==> config.mk <==
export PLATFORM = sky130hd
export DESIGN_NAME = sfx_player_mixer
export DESIGN_NICKNAME = d
export VERILOG_FILES = /design/src/rtl/sfx_pkg.sv /design/src/rtl/sfx_channel_ctrl.sv /design/src/rtl/sfx_player_mixer.sv
export SDC_FILE = /design/constraint.sdc
export NUM_CORES = 1
export LEC_CHECK = 0
export ABC_AREA = 1
export CAP_MARGIN = 20
export CORE_UTILIZATION = 60
export DETAILED_ROUTE_END_ITERATION = 7
export GPL_ROUTABILITY_DRIVEN = 0
export PLACE_DENSITY = 0.95
export SYNTH_ARGS = -nofsm -noshare
export SYNTH_HDL_FRONTEND = slang
export SYNTH_HIERARCHICAL = 1
export SYNTH_SLANG_ARGS = --single-unit
==> constraint.sdc <==
create_clock -name clk -period 11.7 [get_ports clk]
set_input_delay 2.925 -clock clk [delete_from_list [all_inputs] [get_ports clk]]
set_output_delay 2.925 -clock clk [all_outputs]
set_load 0.02 [all_outputs]
==> src/rtl/sfx_pkg.sv <==
// Shared types and helpers for the multi-channel sound-effect player.
package sfx_pkg;

  typedef enum logic [2:0] {S_IDLE, S_ADDR, S_WAIT, S_ACC, S_OUT} sfx_state_e;

  // Accumulator width: NUM_CH full-scale samples summed without overflow.
  function automatic int acc_w(input int sample_w, input int num_ch);
    return sample_w + $clog2(num_ch);
  endfunction

  function automatic longint sat_max(input int sample_w);
    return (64'sd1 <<< (sample_w - 1)) - 64'sd1;
  endfunction

  function automatic longint sat_min(input int sample_w);
    return -(64'sd1 <<< (sample_w - 1));
  endfunction

  // LSB position of channel ch's field in a flat per-channel vector.
  function automatic int ch_lsb(input int ch, input int w);
    return ch * w;
  endfunction

endpackage

==> src/rtl/sfx_channel_ctrl.sv <==
// Per-channel playback state: pending trigger, active flag and sample pointer.
module sfx_channel_ctrl
  import sfx_pkg::*;
#(
  parameter int ADDR_W = 15
) (
  input  logic              clk,
  input  logic              reset_n,
  input  logic              i_trigger,
  input  logic              i_stop,
  input  logic              i_loop,
  input  logic [ADDR_W-1:0] i_len,
  input  logic              i_slot_addr,
  input  logic              i_slot_acc,
  output logic              o_start,
  output logic              o_active,
  output logic [ADDR_W-1:0] o_ptr
);

  logic              r_pend;
  logic              r_active;
  logic [ADDR_W-1:0] r_ptr;
  logic              w_last;

  // A stop in the same cycle as the slot suppresses the start.
  assign o_start  = i_slot_addr && r_pend && (i_len != '0) && !i_stop;
  assign w_last   = (r_ptr == i_len - 1'b1);
  assign o_active = r_active;
  assign o_ptr    = r_ptr;

  always_ff @(posedge clk or negedge reset_n) begin
    if (!reset_n) begin
      r_pend   <= 1'b0;
      r_active <= 1'b0;
      r_ptr    <= '0;
    end else begin
      // A trigger landing on the start cycle re-arms for the next period.
      if (i_stop)         r_pend <= 1'b0;
      else if (i_trigger) r_pend <= 1'b1;
      else if (o_start)   r_pend <= 1'b0;

      if (i_stop) begin
        r_active <= 1'b0;
      end else if (o_start) begin
        r_active <= 1'b1;
        r_ptr    <= '0;
      end else if (i_slot_acc && r_active) begin
        if (w_last) begin
          if (i_loop) r_ptr    <= '0;
          else        r_active <= 1'b0;
        end else begin
          r_ptr <= r_ptr + 1'b1;
        end
      end
    end
  end

endmodule

==> src/rtl/sfx_player_mixer.sv <==
// Multi-channel clip player/mixer sharing one ROM port; per-channel attenuation
// is available when SFX_VOLUME_EN is defined.
module sfx_player_mixer
  import sfx_pkg::*;
#(
  parameter int NUM_CH   = 4,
  parameter int SAMPLE_W = 16,
  parameter int ADDR_W   = 15,
  parameter int ROM_LAT  = 1
) (
  input  logic                     clk,
  input  logic                     reset_n,
  input  logic                     sample_req,
  input  logic [NUM_CH-1:0]        trigger,
  input  logic [NUM_CH-1:0]        stop,
  input  logic [NUM_CH-1:0]        loop_en,
  input  logic [NUM_CH*ADDR_W-1:0] ch_base,
  input  logic [NUM_CH*ADDR_W-1:0] ch_len,
`ifdef SFX_VOLUME_EN
  input  logic [NUM_CH*4-1:0]      ch_atten,
`endif
  output logic [ADDR_W-1:0]        rom_addr,
  input  logic [SAMPLE_W-1:0]      rom_q,
  output logic [SAMPLE_W-1:0]      audio_output,
  output logic                     out_valid,
  output logic [NUM_CH-1:0]        ch_active,
  output logic                     overrun
);

  localparam int ACC_W = acc_w(SAMPLE_W, NUM_CH);
  localparam int CH_W  = (NUM_CH > 1) ? $clog2(NUM_CH) : 1;
  localparam logic signed [ACC_W-1:0]    ACC_HI = ACC_W'(sat_max(SAMPLE_W));
  localparam logic signed [ACC_W-1:0]    ACC_LO = ACC_W'(sat_min(SAMPLE_W));
  localparam logic signed [SAMPLE_W-1:0] OUT_HI = SAMPLE_W'(sat_max(SAMPLE_W));
  localparam logic signed [SAMPLE_W-1:0] OUT_LO = SAMPLE_W'(sat_min(SAMPLE_W));

  sfx_state_e              r_state;
  logic [CH_W-1:0]         r_ch;
  logic [7:0]              r_wait;
  logic                    r_play;
  logic signed [ACC_W-1:0] r_acc;
  logic [SAMPLE_W-1:0]     r_out;
  logic                    r_vld;
  logic                    r_overrun;

  logic [NUM_CH-1:0]              w_slot_addr, w_slot_acc, w_start, w_active;
  logic [NUM_CH-1:0][ADDR_W-1:0]  w_ptr, w_base;
  logic [NUM_CH-1:0][3:0]         w_atten;
  logic                           w_sel_play;
  logic [ADDR_W-1:0]              w_sel_addr;
  logic [3:0]                     w_shift;
  logic signed [SAMPLE_W-1:0]     w_samp, w_sat;
  logic signed [ACC_W-1:0]        w_contrib, w_acc_next;

  for (genvar g = 0; g < NUM_CH; g++) begin : g_ch
    assign w_slot_addr[g] = (r_state == S_ADDR) && (r_ch == CH_W'(g));
    assign w_slot_acc[g]  = (r_state == S_ACC)  && (r_ch == CH_W'(g));
    assign w_base[g]      = ch_base[ch_lsb(g, ADDR_W) +: ADDR_W];
`ifdef SFX_VOLUME_EN
    assign w_atten[g]     = ch_atten[ch_lsb(g, 4) +: 4];
`else
    assign w_atten[g]     = 4'd0;
`endif

    sfx_channel_ctrl #(.ADDR_W(ADDR_W)) u_ch (
      .clk        (clk),
      .reset_n    (reset_n),
      .i_trigger  (trigger[g]),
      .i_stop     (stop[g]),
      .i_loop     (loop_en[g]),
      .i_len      (ch_len[ch_lsb(g, ADDR_W) +: ADDR_W]),
      .i_slot_addr(w_slot_addr[g]),
      .i_slot_acc (w_slot_acc[g]),
      .o_start    (w_start[g]),
      .o_active   (w_active[g]),
      .o_ptr      (w_ptr[g])
    );
  end

  // A channel starting this slot reads sample 0 even though its ptr register
  // has not been cleared yet.
  assign w_sel_play = w_start[r_ch] | w_active[r_ch];
  assign w_sel_addr = w_base[r_ch] + (w_start[r_ch] ? '0 : w_ptr[r_ch]);
  assign rom_addr   = ((r_state == S_ADDR) && w_sel_play) ? w_sel_addr : '0;

  assign w_shift    = w_atten[r_ch];
  assign w_samp     = $signed(rom_q) >>> w_shift;
  assign w_contrib  = r_play ? ACC_W'(w_samp) : '0;
  assign w_acc_next = r_acc + w_contrib;

  always_comb begin
    w_sat = w_acc_next[SAMPLE_W-1:0];
    if (w_acc_next > ACC_HI)      w_sat = OUT_HI;
    else if (w_acc_next < ACC_LO) w_sat = OUT_LO;
  end

  // The mix is registered on the last ACC so out_valid is visible in OUT.
  always_ff @(posedge clk or negedge reset_n) begin
    if (!reset_n) begin
      r_state   <= S_IDLE;
      r_ch      <= '0;
      r_wait    <= '0;
      r_play    <= 1'b0;
      r_acc     <= '0;
      r_out     <= '0;
      r_vld     <= 1'b0;
      r_overrun <= 1'b0;
    end else begin
      r_vld <= 1'b0;
      if (sample_req && (r_state != S_IDLE)) r_overrun <= 1'b1;
      case (r_state)
        S_IDLE: if (sample_req) begin
          r_state <= S_ADDR;
          r_ch    <= '0;
          r_acc   <= '0;
        end
        S_ADDR: begin
          r_play  <= w_sel_play;
          r_wait  <= '0;
          r_state <= (ROM_LAT > 1) ? S_WAIT : S_ACC;
        end
        S_WAIT: begin
          if (r_wait == 8'(ROM_LAT - 2)) r_state <= S_ACC;
          else                           r_wait  <= r_wait + 1'b1;
        end
        S_ACC: begin
          r_acc <= w_acc_next;
          if (r_ch == CH_W'(NUM_CH - 1)) begin
            r_out   <= w_sat;
            r_vld   <= 1'b1;
            r_state <= S_OUT;
          end else begin
            r_ch    <= r_ch + 1'b1;
            r_state <= S_ADDR;
          end
        end
        S_OUT:   r_state <= S_IDLE;
        default: r_state <= S_IDLE;
      endcase
    end
  end

  assign audio_output = r_out;
  assign out_valid    = r_vld;
  assign ch_active    = w_active;
  assign overrun      = r_overrun;

endmodule

======== Yosys cells after proc, flatten, opt, wreduce, memory -nomap -nowiden ========
Index checks and enable logic that the tools add are counted.
cells by class
  bitwise logic cells ..................... 5
  reductions and logical operators ........ 68
  $lt $le $gt $ge ......................... 3
  multiply operators ...................... 0
  equal/unequal tests ..................... 23
  shift operators ......................... 1
  muxes and demuxes ....................... 76
  add/sub/neg operators ................... 12
  divide/modulo/power cells ............... 0
operators by type and width
  operator                                                          count
  two-way mux 15 bit                                                20
  adder 15 x 1 -> 15 bit (second input constant)                    4
  binary-select mux 15 bit (select 2 bit)                           2
  == test 15 bit                                                    4
  nonzero test 15 bit                                               4
  subtractor 15 x 1 -> 15 bit (second input constant)               4
  nonzero test 3 bit                                                13
  two-way mux 1 bit                                                 36
  two-way mux 18 bit                                                2
  case mux 18 bit (2 select lines)                                  1
  two-way mux 16 bit                                                2
  AND reduction 3 bit                                               9
  logical AND 1 bit                                                 26
  inequality test 3 x 2 -> 1 bit (second input constant)            8
  adder 18 bit                                                      1
  greater-than comparator 18 x 16 -> 1 bit (second input constant)  1
  less-than comparator 18 x 16 -> 1 bit (second input constant)     1
  case mux 8 bit (2 select lines)                                   1
  >>> shifter 16 x 4 -> 16 bit                                      1
  adder 15 bit                                                      1
  case mux 3 bit (4 select lines)                                   1
  nonzero test 2 bit                                                6
  two-way mux 3 bit                                                 3
  adder 8 x 1 -> 8 bit (second input constant)                      1
  20 further kinds                                                  36
word-level totals
  flip-flop bits (word level) ............. 118
  output and inout port bits .............. 37
  bits in latches ......................... 0
  memories kept ........................... 0
  bits in read-only memories .............. 0
  memory bits (writable) .................. 0

======== Logic depth before layout (Yosys ltp) ========
Gate-level depths: netlist of the first run.
  word-level depth ........................ 10
  mapped depth ............................ 27
  mapped depth without buffers ............ 23

======== Modules after synthesis ========
Netlist of the first run, hierarchy kept.
modules (own cells, without submodules)
  module            area an instance (µm²)  seq. area each (µm²)  times used  cells an instance
  sfx_channel_ctrl  1765.4                  425.4                 4           289
  sfx_player_mixer  5028.6                  1251.2                1           796

======== Worst setup path before layout of the first run ========
Ideal clock, no wire load.
  path kind ............................... input to output
  from .................................... in ch_len[30]
  to ...................................... out rom_addr[14]
  setup slack ............................. 2964 ps
  arrival time ............................ 5811 ps
  data required time ...................... 8775 ps
  buffers on the path ..................... 1
  stages on the path ...................... 19
  cells stage by stage .................... inv_1 > ha_1 > nor3b_1 > a31oi_1 > nand2_1 > inv_1 > o21ai_0 > o22a_1 > clkbuf_1 > nand2_1 > inv_1 > ha_1 > nand2_1 > or2_2 > nand3_1 > a21oi_1 > o21ai_0 > o21ai_0 > a21oi_1
on the way
  cells in the longest elaborated chain, start to end .. 8
  elaborated cells on any way between the ends .. 10
  classes of those cells .................. add/sub (1); mux (4); bitwise (1); reduce/logical (4)
ends and longest elaborated chain
  element                                                        RTL line                                        source
  start: declaration                                             sfx_player_mixer.sv:18                          input logic [NUM_CH*ADDR_W-1:0] ch_len,
  nonzero test 15 bit *                                          sfx_channel_ctrl.sv:26                          assign o_start = i_slot_addr && r_pend && (i_len != '0) && !i_stop;
  logical AND 1 bit * (2 in series)                              sfx_channel_ctrl.sv:26
  via w_start[2]                                                 sfx_player_mixer.sv:46                          logic [NUM_CH-1:0] w_slot_addr, w_slot_acc, w_start, w_active;
  binary-select mux 1 bit (select 2 bit) *                       sfx_player_mixer.sv:82, sfx_player_mixer.sv:83
  two-way mux 1 bit (implied by the code) *                      sfx_player_mixer.sv:82, sfx_player_mixer.sv:83
  two-way mux 15 bit / bitwise OR 1 bit (equally long branches)  sfx_player_mixer.sv:83, sfx_player_mixer.sv:82
  adder 15 bit / logical AND 1 bit (equally long branches)       sfx_player_mixer.sv:83, sfx_player_mixer.sv:84
  two-way mux 15 bit *                                           sfx_player_mixer.sv:84                          assign rom_addr = ((r_state == S_ADDR) && w_sel_play) ? w_sel_addr : '0;
  end: declaration                                               sfx_player_mixer.sv:22                          output logic [ADDR_W-1:0] rom_addr,
The timed path passes the listed nets; every way through them passes the cells marked *. The select of a mux whose other input is x is not followed.

======== Worst setup path after layout of the first run ========
Ends and elaborated chain as after synthesis.

==> impl_metrics.csv, run 1 <==
group,metric,value,unit
timing,slew_violations,0,
die,die_h,144.0,microns
placement,dp_hpwl,27940,microns
synthesis,synth_cells,1952,
clocking,ctsHoldBuffers,0,
synthesis,synth_ff_type,"dfrtp_1",
synthesis,synth-seq-area-share,0.2442,
critical_path,cp-end-kind,"primary output",
critical_path,cp_data_arrival_time,7.52,ns
clocking,clk_latency,0.43,ns
timing,slew_headroom,0.4241,
synthesis,yosysMostFrequentCell,"nand2_1",
clocking,cts_max_level,4,
timing,finalSetupViolCount,0,
grt,grt_pass1_wl,60530,microns
routing,drt_first_pass_iters,6,
routing,avgViaCountPerCell,5.700,
clocking,cts_buffer_depth,2,
power,p_leak,7.542,nW
die,ios,188,
clocking,clockRootBuffer,"clkbuf_16",
routing,drc,0,
critical_path,startpoint_type,"primary input",
clocking,cts_setup_buffers,0,
routing,avgRoutedWirePerCell,15.62,microns
finish,fin_util,0.7489,
synthesis,synthTopCellsByCount,"nand2_1 (633), nor2_1 (257), inv_1 (227)",
clocking,clk_pin_slew,0.06,ns
finish,areaGrowthSynthToFinish,21.34,%
synthesis,synthesis.area,12090,sq um
flow_run,maxCapViolations,0,
die,rows,51,
synthesis,synth_top_area_cell,"dfrtp_1",
synthesis,ys_seq_elements,118,
die,die-area,20720,sq um
timing,period_minus_slack,10.44,ns
synthesis,synth_top_area_share,0.2442,
routing,ant_nets,0,
finish,num-fill-cells,1429,
timing,rsz0062_at_grt,"false",
critical_path,crit_type,"primary input to primary output",
critical_path,crit_path_max_fanout,16,
routing,wirelength,37390,microns
synthesis,synth_cell_types,44,
timing,min_period_over_period,0.8926,
timing,hold_violations,0,
power,power_per_cell_area,205.2,nW/um^2
die,die_w,144.0,microns
critical_path,required,8.78,ns
timing,clock.fmax,95.75,MHz
synthesis,syn_avg_cell_area,6.194,sq um
grt,grt_pass1_vias,12900,
placement,port_buffers,187,
clocking,clock_sinks,118,
clocking,cts_tree,"yes",
routing,drt-initial-drc-count,1381,
die,fp.coreArea,19590,sq um
min_path,hp-class,"flop to flop",
power,peakVddDrop,140.1,uV
synthesis,synthTopCellsByArea,"dfrtp_1 (24%), nand2_1 (20%), nor2_1 (8.0%), inv_1 (7.0%), xor2_1 (5.8%)",
clocking,cts_resized,0,
finish,fin_nets,2316,
synthesis,ys_async_sr_fraction,1.000,
synthesis,synth_edf_count,0,
synthesis,syn_nets,2153,
timing,tns,0,ns
synthesis,ys_warn_count,6,
clocking,numCtsBuffers,17,
grt,antenna_found_initial,0,
power,power,3.011,mW
grt,grt_use_total,0.3726,
finish,drive_above_1_share,0.07331,
routing,via_count,13640,
timing,worst_pin_slew,0.8639,ns
grt,grt_remaining_overflow,0,
grt,grt_max_degree,70,
die,start_util,0.6172,
run_status,status,"finished, final reports clean",
timing,finalClockSkew,0.01089,ns
finish,diodes,0,
-- per-layer routing --
metal / GRT usage / wire length [microns]
met5: 0 / 0
met4: 0.2195 / 1706
met3: 0.07398 / 3962
met2: 0.6135 / 17420
met1: 0.4509 / 14300
-- worst max-delay path, stage by stage --
cell             delay [ns]
clkdlybuf4s50_1        0.47
inv_1                  0.08
ha_1                   0.19
nor3b_1                0.15
a31oi_1                0.24
nand2_1                0.12
inv_1                  0.14
o21ai_0                0.13
o22a_1                 0.44
nand2_1                0.13
inv_1                  0.05
ha_1                   0.21
fa_1                   0.40
nand3_1                0.09
nand2_1                0.10
nand2_1                0.07
nand3_1                0.11
a21oi_1                0.27
o21ai_0                0.20
a21oi_1                0.30
clkdlybuf4s50_1        0.67
-- placed cells by master, fill, tap and decap left out, types with 21 or more instances in the layout --
cell type and instances:
a21oi_1 53, clkdlybuf4s50_1 186, dfrtp_1 117, ha_1 48, inv_1 226, nand2_1 633, nand3_1 115, nand3b_1 28
nor2_1 257, nor3_1 21, o21ai_0 92, o22ai_1 30, xor2_1 80
-- cell type report --
type / count / area [sq um] / area share
clock buffer: 19 / 432.9 / 0.02951
clock inverter: 13 / 180.2 / 0.01228
inverter: 242 / 908.4 / 0.06192
multi-input combinational: 1543 / 7949 / 0.5418
sequential: 118 / 2954 / 0.2014
tap: 265 / 331.6 / 0.02260
timing repair buffer: 193 / 1914 / 0.1305
-- registers in the layout, summed over array words and instances (netlist names) --
| register | flops |
|---|---|
| g_ch.u_ch/o_ptr | 60 |
| r_acc | 18 |
| audio_output | 16 |
| r_wait | 8 |
| g_ch.u_ch/o_active | 4 |
| g_ch.u_ch/r_pend | 4 |
| r_state | 3 |
| r_ch | 2 |
| out_valid | 1 |
| overrun | 1 |
| r_play | 1 |
-- logic make-up (layout without fill, tap and decap cells) --
logic type / after synthesis / count (layout) / share of synthesized area
simple gates: 1182 / 1182 / 0.4319
xor+xnor: 94 / 94 / 0.06809
flops: 118 / 118 / 0.2442
buf+inv: 291 / 467 / 0.09831
compound gates: 217 / 217 / 0.1045
fa+ha+maj: 50 / 50 / 0.05299
-- report_power, final --
part / switching (mW) / internal [mW] / total [mW]
combinational: 1.09 / 0.643 / 1.73
sequential: 0.193 / 0.531 / 0.724
clock: 0.201 / 0.355 / 0.556
-- through the flow --
stage | setup WS [ns] | hold slack [ns] | area (sq um) | std cells
after global routing | 0.9752 | 0.5084 | 14670 | 2393
after floorplan | 2.964 | 0.4560 | 12090 | 1952
after CTS | 1.419 | 0.4894 | 14670 | 2393
final | 1.256 | 0.4854 | 14670 | 2393
after global placement | 1.483 | 0.4651 | 14060 | 2361
after detailed placement | 1.421 | 0.4704 | 14060 | 2361
-- worst paths after layout --
path | start | endpoint | slack, ns | depth (start not counted)
max in group asynchronous | reset_n | r_ch[0]$_DFFE_PN0P_ | 7.81 | 2
setup / recovery | ch_len[30] | rom_addr[14] | 1.26 | 21
hold reg to reg | audio_output[0]$_DFFE_PN0P_ | audio_output[0]$_DFFE_PN0P_ | 0.49 | 2
setup reg to reg | r_ch[0]$_DFFE_PN0P_ | r_play$_DFFE_PN0P_ | 7.53 | 15
min in group asynchronous | reset_n | g_ch[0].u_ch/r_pend$_DFFE_PN0P_ | 2.60 | 1
hold / removal | audio_output[0]$_DFFE_PN0P_ | audio_output[0]$_DFFE_PN0P_ | 0.49 | 2
Power figures use the tool's default switching activity.
==> inputs of run 2 (changes only) <==
==> constraint.sdc (replaced) <==
create_clock -name clk -period 11.7 [get_ports clk]
set_input_delay 2.925 -clock clk [delete_from_list [all_inputs] [get_ports clk]]
set_output_delay 2.925 -clock clk [all_outputs]
set_load 0.1 [all_outputs]
==> run 2 against run 1 <==
Compared with the run above: clock skew about the same; clock power down 9.5%; worst setup slack worse by 0.12 ns; highest routed layer unchanged; hold slack better by 0.0035 ns; largest power group unchanged; final cell count unchanged; critical path type unchanged; combinational power up 18%; first-iteration DRC count down 1.4%; die area unchanged.
==> impl_metrics.csv, run 2 (same netlist as run 1, synthesis figures left out) <==
group,metric,value,unit
run_status,status,"finished, final reports clean",
timing,tns,0,ns
finish,layout_commonest_cell,"nand2_1",
grt,grt_use_total,0.3677,
clocking,cts_buffer_depth,2,
critical_path,startpoint_type,"primary input",
clocking,clockRootBuffer,"clkbuf_16",
placement,dp_hpwl,28330,microns
die,rows,51,
timing,rsz0062_at_grt,"false",
routing,via_count,13670,
timing,finalSetupViolCount,0,
routing,avgViaCountPerCell,5.711,
timing,period_minus_slack,10.56,ns
finish,areaGrowthSynthToFinish,20.81,%
critical_path,cp-end-kind,"primary output",
finish,diodes,0,
routing,avgRoutedWirePerCell,15.46,microns
timing,slew_headroom,0.3146,
clocking,clk_latency,0.43,ns
power,power_per_cell_area,223.1,nW/um^2
clocking,cts_setup_buffers,0,
power,p_leak,7.532,nW
clocking,cts_resized,0,
grt,grt_max_degree,70,
timing,finalClockSkew,0.01105,ns
die,die-area,20720,sq um
critical_path,crit_type,"primary input to primary output",
power,power,3.259,mW
grt,antenna_found_initial,0,
routing,drt-initial-drc-count,1362,
grt,grt_remaining_overflow,0,
finish,final_cell_mix,"nand2_1 (633), nor2_1 (257), inv_1 (226)",
grt,grt_pass1_vias,12990,
finish,drive_above_1_share,0.07754,
critical_path,crit_path_max_fanout,16,
routing,wirelength,37000,microns
routing,drc,0,
clocking,numCtsBuffers,17,
finish,largest_register_ffs,60,
placement,port_buffers,187,
routing,drt_first_pass_iters,6,
power,peakVddDrop,196.4,uV
die,start_util,0.6172,
min_path,hp-class,"flop to flop",
die,fp.coreArea,19590,sq um
timing,clock.fmax,94.70,MHz
timing,min_period_over_period,0.9025,
die,die_w,144.0,microns
clocking,ctsHoldBuffers,0,
die,die_h,144.0,microns
timing,slew_violations,0,
finish,fin_nets,2316,
flow_run,maxCapViolations,0,
routing,ant_nets,0,
clocking,clock_sinks,118,
clocking,cts_tree,"yes",
timing,hold_violations,0,
clocking,cts_max_level,4,
die,ios,188,
critical_path,cp_data_arrival_time,7.63,ns
clocking,clk_pin_slew,0.06,ns
timing,worst_pin_slew,1.025,ns
critical_path,required,8.78,ns
grt,grt_pass1_wl,59840,microns
run 2: cell count changes in the layout (fill, tap and decap cells not counted), sizes merged:
| cell | delta |
|---|---|
| buf | +7 |
| bufinv | -3 |
| clkbuf | -1 |
| clkdlybuf4s50 | -7 |
| clkinv | +2 |
| clkinvlp | +1 |
| inv | +1 |
run 2: power by group:
group | switching [mW] | internal [mW]
combinational | 1.40 | 0.638
sequential | 0.189 | 0.531
clock | 0.205 | 0.298
run 2: worst paths after layout:
| check | start | end | slack [ns] | cells past startpoint |
|---|---|---|---|---|
| max in group asynchronous | reset_n | r_ch[0]$_DFFE_PN0P_ | 7.82 | 2 |
| min in group asynchronous | reset_n | g_ch[0].u_ch/o_ptr[11]$_DFFE_PN0P_ | 2.61 | 1 |
| setup / recovery | ch_len[30] | rom_addr[5] | 1.14 | 18 |
| hold reg to reg | overrun$_DFFE_PN0P_ | overrun$_DFFE_PN0P_ | 0.49 | 1 |
| setup reg to reg | r_ch[0]$_DFFE_PN0P_ | r_play$_DFFE_PN0P_ | 7.47 | 15 |
| hold / removal | overrun$_DFFE_PN0P_ | overrun$_DFFE_PN0P_ | 0.49 | 1 |
run 2: through the flow:
| stage | cell area (sq um) | util | worst slack, ns | hold slack [ns] | cells |
|---|---|---|---|---|---|
| floorplan | 12090 | - | 1.839 | 0.4560 | 1952 |
| global placement | 14040 | 0.7167 | 1.385 | 0.4655 | 2361 |
| detailed placement | 14040 | 0.7167 | 1.304 | 0.4706 | 2361 |
| CTS | 14610 | 0.7456 | 1.273 | 0.4907 | 2393 |
| global route | 14610 | 0.7456 | 0.9569 | 0.5000 | 2393 |
| finish | 14610 | 0.7456 | 1.140 | 0.4890 | 2393 |
run 2: area by class of cell:
type                    count  area [sq um]
fillers                  1468          4984
clock buffers              18         439.2
repair buffers            193          1897
flip-flops and latches    118          2954
multi-input cells        1543          7949
clock inverters            14         127.6
well taps                 265         331.6
inverters                 242         908.4
run 2: metal layers:
layer / track usage / routed length [microns] / up-vias
li1: - / - / 6475
met1: 0.4388 / 14120 / 6201
met2: 0.6089 / 17250 / 820
met3: 0.08297 / 3812 / 170
met4: 0.2083 / 1810 / 0
met5: 0 / 0 / -
run 2: critical path, cell delays in order:
cell and delay, ns:
clkdlybuf4s50_1 0.41, inv_1 0.12, ha_1 0.15, nor3b_1 0.24
a31oi_1 0.17, nand2_1 0.12, inv_1 0.08, o21ai_0 0.26
o22a_1 0.55, nand2_1 0.09, inv_1 0.08, ha_1 0.29
a21oi_1 0.22, inv_1 0.10, a31oi_1 0.24, o21ai_0 0.14
a21oi_1 0.26, clkdlybuf4s50_1 1.18
